## src/rtl/ssp_fifo_sched.sv

```systemverilog
// Shares one FIFO port pair between NREQ round-robin producers and one consumer.
// FIFO reads and writes never overlap; contention alternates via a priority bit.
// Read data returns a cycle after read_en and is re-timed through a 2-entry buffer.
module ssp_fifo_sched #(
  parameter int unsigned NREQ = 4,
  parameter int unsigned DW   = 28,
  parameter int unsigned IW   = 2
) (
  input  logic               clk,
  input  logic               reset,
  input  logic [NREQ-1:0]    req_valid,
  input  logic [NREQ*DW-1:0] req_data,
  output logic [NREQ-1:0]    req_ready,
  output logic [IW-1:0]      grant_id,
  output logic [DW-1:0]      fifo_data_in,
  output logic               fifo_write_en,
  input  logic               fifo_full,
  output logic               fifo_read_en,
  input  logic               fifo_empty,
  input  logic [DW-1:0]      fifo_data_out,
  output logic               out_valid,
  output logic [DW-1:0]      out_data,
  input  logic               out_ready
);

  typedef enum logic {PrioWrite, PrioRead} prio_e;

  logic [IW-1:0] rr_ptr_q, rr_ptr_d;
  prio_e         prio_q, prio_d;
  logic [1:0]    occ_q, occ_d;
  logic [1:0]    occ_after_pop;
  logic          inflight_q;
  logic [DW-1:0] buf0_q, buf1_q;  // buf0_q is always the head entry

  logic [IW-1:0] winner;
  logic [IW-1:0] idx;
  logic [DW-1:0] win_data;
  logic          want_wr, want_rd, do_wr, do_rd;
  logic          pop, push;
  logic [2:0]    committed;

  assign out_valid     = (occ_q != 2'd0);
  assign out_data      = buf0_q;
  assign pop           = out_valid & out_ready;
  assign push          = inflight_q;
  assign occ_after_pop = occ_q - {1'b0, pop};

  // Round-robin search from rr_ptr upward; first requester found wins.
  always_comb begin
    winner = '0;
    idx    = '0;
    for (int unsigned k = NREQ; k > 0; k--) begin
      // Descending offset so the smallest offset is assigned last and wins.
      idx = IW'((32'(rr_ptr_q) + k - 1) % NREQ);
      if (req_valid[idx]) winner = idx;
    end
    win_data = '0;
    for (int unsigned i = 0; i < NREQ; i++) begin
      if (winner == IW'(i)) win_data = req_data[i*DW +: DW];
    end
  end

  // Scheduler: contested cycles go to the op named by prio, which then flips.
  always_comb begin
    committed = {1'b0, occ_q} + {2'b00, inflight_q} - {2'b00, pop};
    want_wr   = (|req_valid) & ~fifo_full;
    want_rd   = ~fifo_empty & (committed < 3'd2);
    do_wr     = want_wr & (~want_rd | (prio_q == PrioWrite));
    do_rd     = want_rd & (~want_wr | (prio_q == PrioRead));
    prio_d    = prio_q;
    if (want_wr && want_rd) prio_d = (prio_q == PrioWrite) ? PrioRead : PrioWrite;
    rr_ptr_d  = rr_ptr_q;
    if (do_wr) rr_ptr_d = (winner == IW'(NREQ - 1)) ? '0 : winner + 1'b1;
    occ_d     = occ_q + {1'b0, push} - {1'b0, pop};
  end

  // FIFO-side outputs, forced idle while reset is asserted.
  always_comb begin
    fifo_write_en = reset & do_wr;
    fifo_read_en  = reset & do_rd;
    req_ready     = '0;
    grant_id      = '0;
    fifo_data_in  = '0;
    if (fifo_write_en) begin
      req_ready[winner] = 1'b1;
      grant_id          = winner;
      fifo_data_in      = win_data;
    end
  end

  // State update: arbiter pointer, priority, read pipeline and output buffer.
  always_ff @(posedge clk) begin
    if (!reset) begin
      rr_ptr_q   <= '0;
      prio_q     <= PrioWrite;
      occ_q      <= 2'd0;
      inflight_q <= 1'b0;
      buf0_q     <= '0;
      buf1_q     <= '0;
    end else begin
      rr_ptr_q   <= rr_ptr_d;
      prio_q     <= prio_d;
      occ_q      <= occ_d;
      inflight_q <= do_rd;
      // Popping a full buffer shifts the second entry to the head; popping the
      // last entry leaves the head untouched so out_data holds its value.
      if (pop && occ_q == 2'd2) buf0_q <= buf1_q;
      if (push) begin
        if (occ_after_pop == 2'd0) buf0_q <= fifo_data_out;
        else                       buf1_q <= fifo_data_out;
      end
    end
  end

endmodule

```

## config.mk

```make
export PLATFORM = sky130hd
export DESIGN_NAME = ssp_fifo_sched
export DESIGN_NICKNAME = d
export VERILOG_FILES = /design/src/rtl/ssp_fifo_sched.sv
export SDC_FILE = /design/constraint.sdc
export NUM_CORES = 1
export LEC_CHECK = 0
export BUFFER_PORTS_ARGS = -buffer_cell sky130_fd_sc_hd__buf_2
export CORE_MARGIN = 4
export CORE_UTILIZATION = 45
export CTS_BUF_LIST = sky130_fd_sc_hd__clkbuf_8
export CTS_CLUSTER_SIZE = 10
export DETAILED_ROUTE_END_ITERATION = 8
export PLACE_DENSITY = 0.77
export SYNTH_ARGS = -nofsm -noshare
export SYNTH_HDL_FRONTEND = slang
export SYNTH_SLANG_ARGS = --single-unit
export TNS_END_PERCENT = 100
```

## constraint.sdc

```tcl
create_clock -name clk -period 3.3 [get_ports clk]
set_input_delay 0.165 -clock clk [delete_from_list [all_inputs] [get_ports clk]]
set_output_delay 0.165 -clock clk [all_outputs]
set_load 0.02 [all_outputs]
```

==> impl_metrics.csv <==
group,metric,value,unit
final_layout,finalNetCount,791,
synthesis,synth.most_common_cell,"dfxtp_1",
worst_setup_path,critical_path_class,"flop to output pin",
synthesis,synth_edf_count,0,
worst_setup_path,cp.arrival,3020,ps
run_status,status,"complete, no violations",
worst_setup_path,critPathCaptureType,"output pin",
global_routing,grt_antenna_before_repair,0,
cts,clkSinkCount,62,
sta,hold_viol_final,0,
sta,rsz0062_at_grt,"true",
cts,clk_pin_slew,70,ps
synthesis,syn_inst,438,
routing,wirelength,12000,um
sta,drv_slew,0,
floorplan,start_util,46.2,%
worst_setup_path,crit_top_cell,"buf_6",
worst_setup_path,worstPathCellList,"or2_2 > nand2_2 > xnor2_1 > ha_1 > inv_1 > fa_1 > nor2b_4 > a311oi_4 > buf_6 > buf_4 > and3_1 > buf_6",
routing,wl_per_cell,16.1,um
final_layout,diodes,0,
final_layout,area_growth,37.4,%
sta,timing.final.crit_share,96.5,%
cts,clk_latency,330,ps
worst_setup_path,cp_max_fo,8,
cts,cts_htree_levels,3,
pwr,ir_drop,0.000261,V
floorplan,fp.dieH,99.9,um
final_layout,multiInputGateArea,2320,um2
routing,ant_nets,0,
synthesis,synthesis.nets,593,
sta,fmax,0.314,GHz
worst_setup_path,startpoint_type,"flop",
synthesis,yosysTopAreaCellShare,32.7,%
synthesis,syn_area,3800,um2
worst_setup_path,critPathSlowestCell,"fa_1",
worst_setup_path,cp.required,3130,ps
sta,max_slew_margin,31.6,%
synthesis,ys_top_cells_by_area,"dfxtp_1 (33%), mux2i_1 (15%), a211o_1 (6.5%)",
synthesis,synth_cell_types,39,
worst_setup_path,worst_path_largest_cell_delay,520,ps
routing,viasPerCell,5.42,
final_layout,drive_gt1_share,44.6,%
place,dpl.hpwl,8890,um
place,place.gp.congestion,0.882,
floorplan,core_area,8220,um2
routing,dr.pass1.iters,5,
sta,skew,9.58,ps
synthesis,ys_warn_count,0,
cts,cts_buffer_depth,2,
sta,fin_crit,3180,ps
cts,cts_inserted_buffers,9,
pwr,p_per_area,557,nW/um2
synthesis,synth_seq_cells,62,
global_routing,grt_pass1_vias,3801,
sta,worstMarginPinSlew,1030,ps
place,place_inst,724,
place,io_buffer_count,213,
floorplan,num_rows,33,
final_layout,regArea,1240,um2
cts,postCtsHoldBufs,0,
global_routing,grt_use_total,21.9,%
global_routing,grt_max_degree,58,
sta,hold_ws,103,ps
synthesis,yosys-top-cells-count,"dfxtp_1 (62), mux2i_1 (56), nor2b_1 (34), inv_1 (33), a21oi_1 (31)",
synthesis,synthFlopType,"dfxtp_1",
min_path,hold_class,"input pin to flop",
floorplan,boundaryPins,214,
global_routing,grt_first_pass_wirelength,17700,um
final_layout,final_cells,746,
cts,cts_root_buffer,"clkbuf_8",
sta,finalSetupViolations,0,
floorplan,die_w,99.9,um
floorplan,die-area,9980,um2
routing,first_iter_violations,151,
final_layout,n_fill_cell,699,
cts,cts_tree,"built",
place,pre_cts_ws,128,ps
synthesis,syn_avg_cell_area,8.68,um2
routing,via_count,4044,
global_routing,globalRouteOverflowTotal,0,
synthesis,ys_seq_area_share,32.7,%
synthesis,async_flop_share,0,%
synthesis,synth_largest_area_cell,"dfxtp_1",
run,max_cap_violations,0,
pwr,power_leakage,2.81,nW
sta,fin_ws,116,ps
routing,drc_errors,0,
[per-stage QoR]
step	cell area, um2	util (%)	setup TNS [ps]	total power, mW
after detailed placement	4900	59.6	0	2.30
after global routing	5220	63.5	-253	3.09
after CTS	5080	61.8	0	2.86
after floorplan	3800	-	0	1.90
after global placement	4900	59.6	0	2.26
final	5220	63.5	0	2.91
[what timing repair did]
action / in CTS / in global routing
pin swaps: 1 / 3
gates resized for setup: 1 / 32
gates cloned: 0 / 2
endpoints found under the setup margin: 31 / 32
buffers inserted: 1 / 3
[sequential cells by signal, summed over array words and instances (netlist names)]
signal / flops
rr_ptr_q: 2
inflight_q: 1
occ_q: 2
prio_q: 1
buf1_q: 28
out_data: 28
[final timing paths]
path	cells after the start	slack [ps]	endpoint	start
hold / removal	3	100	buf1_q[10]	fifo_data_out[10]
hold reg to reg	2	520	buf1_q[1]	buf1_q[1]
setup reg to reg	12	640	rr_ptr_q[0]	occ_q[0]
setup / recovery	12	120	req_ready[2]	occ_q[0]
[final cells by class]
cell class / instances / share of cell area, %
repair buffers: 225 / 23.6
multi-input cells: 304 / 44.5
clock inverters: 7 / 0.815
clock buffers: 9 / 2.37
well taps: 105 / 2.52
flip-flops and latches: 62 / 23.8
inverters: 34 / 2.44
[metal layers]
metal	global-route usage [%]	wire, um	share of wire [%]
met3	7.02	1100	9.1
met2	36.8	6070	50
met1	24.8	4400	37
met4	11.0	469	3.9
met5	0	0	0
[placed cells by master, fill, tap and decap left out, drive strengths merged, types with 4 or more instances in the layout]
master / instances
a211o: 28
nor2b: 34
buf: 225
a21oi: 58
ha: 5
dfxtp: 62
o21ai: 31
nand2: 33
a221oi: 28
clkinv: 4
clkbuf: 9
nor2: 6
mux2i: 56
inv: 35
and3: 4
[kinds of logic (layout without fill, tap and decap cells)]
group                    count (synthesis)  after routing  share of synthesized area, %
AO/OA/AOI/OAI                          150            150                          28.9
AND/OR/NAND/NOR                         87             89                          12.4
flip-flops                              62             62                          32.7
multiplexers                            56             56                          14.8
XOR/XNOR                                 3              3                         0.692
adder cells (fa/ha/maj)                  6              6                          2.17
buffers and inverters                   74            275                          8.43
[worst max-delay path: cells and delay by family, from the launching register on]
kind,cells,cell delay (ps)
simple gates,4,740
compound gates,1,340
xor+xnor,1,110
flops,1,330
buf+inv,4,500
fa+ha+maj,2,670
[where the power goes]
group	leakage, nW	internal [mW]	switching, mW	total (mW)
sequential	0.503	0.867	0.0706	0.938
combinational	2.22	0.611	0.805	1.42
clock	0.0862	0.266	0.288	0.554
(Power assumes the default switching activity.)
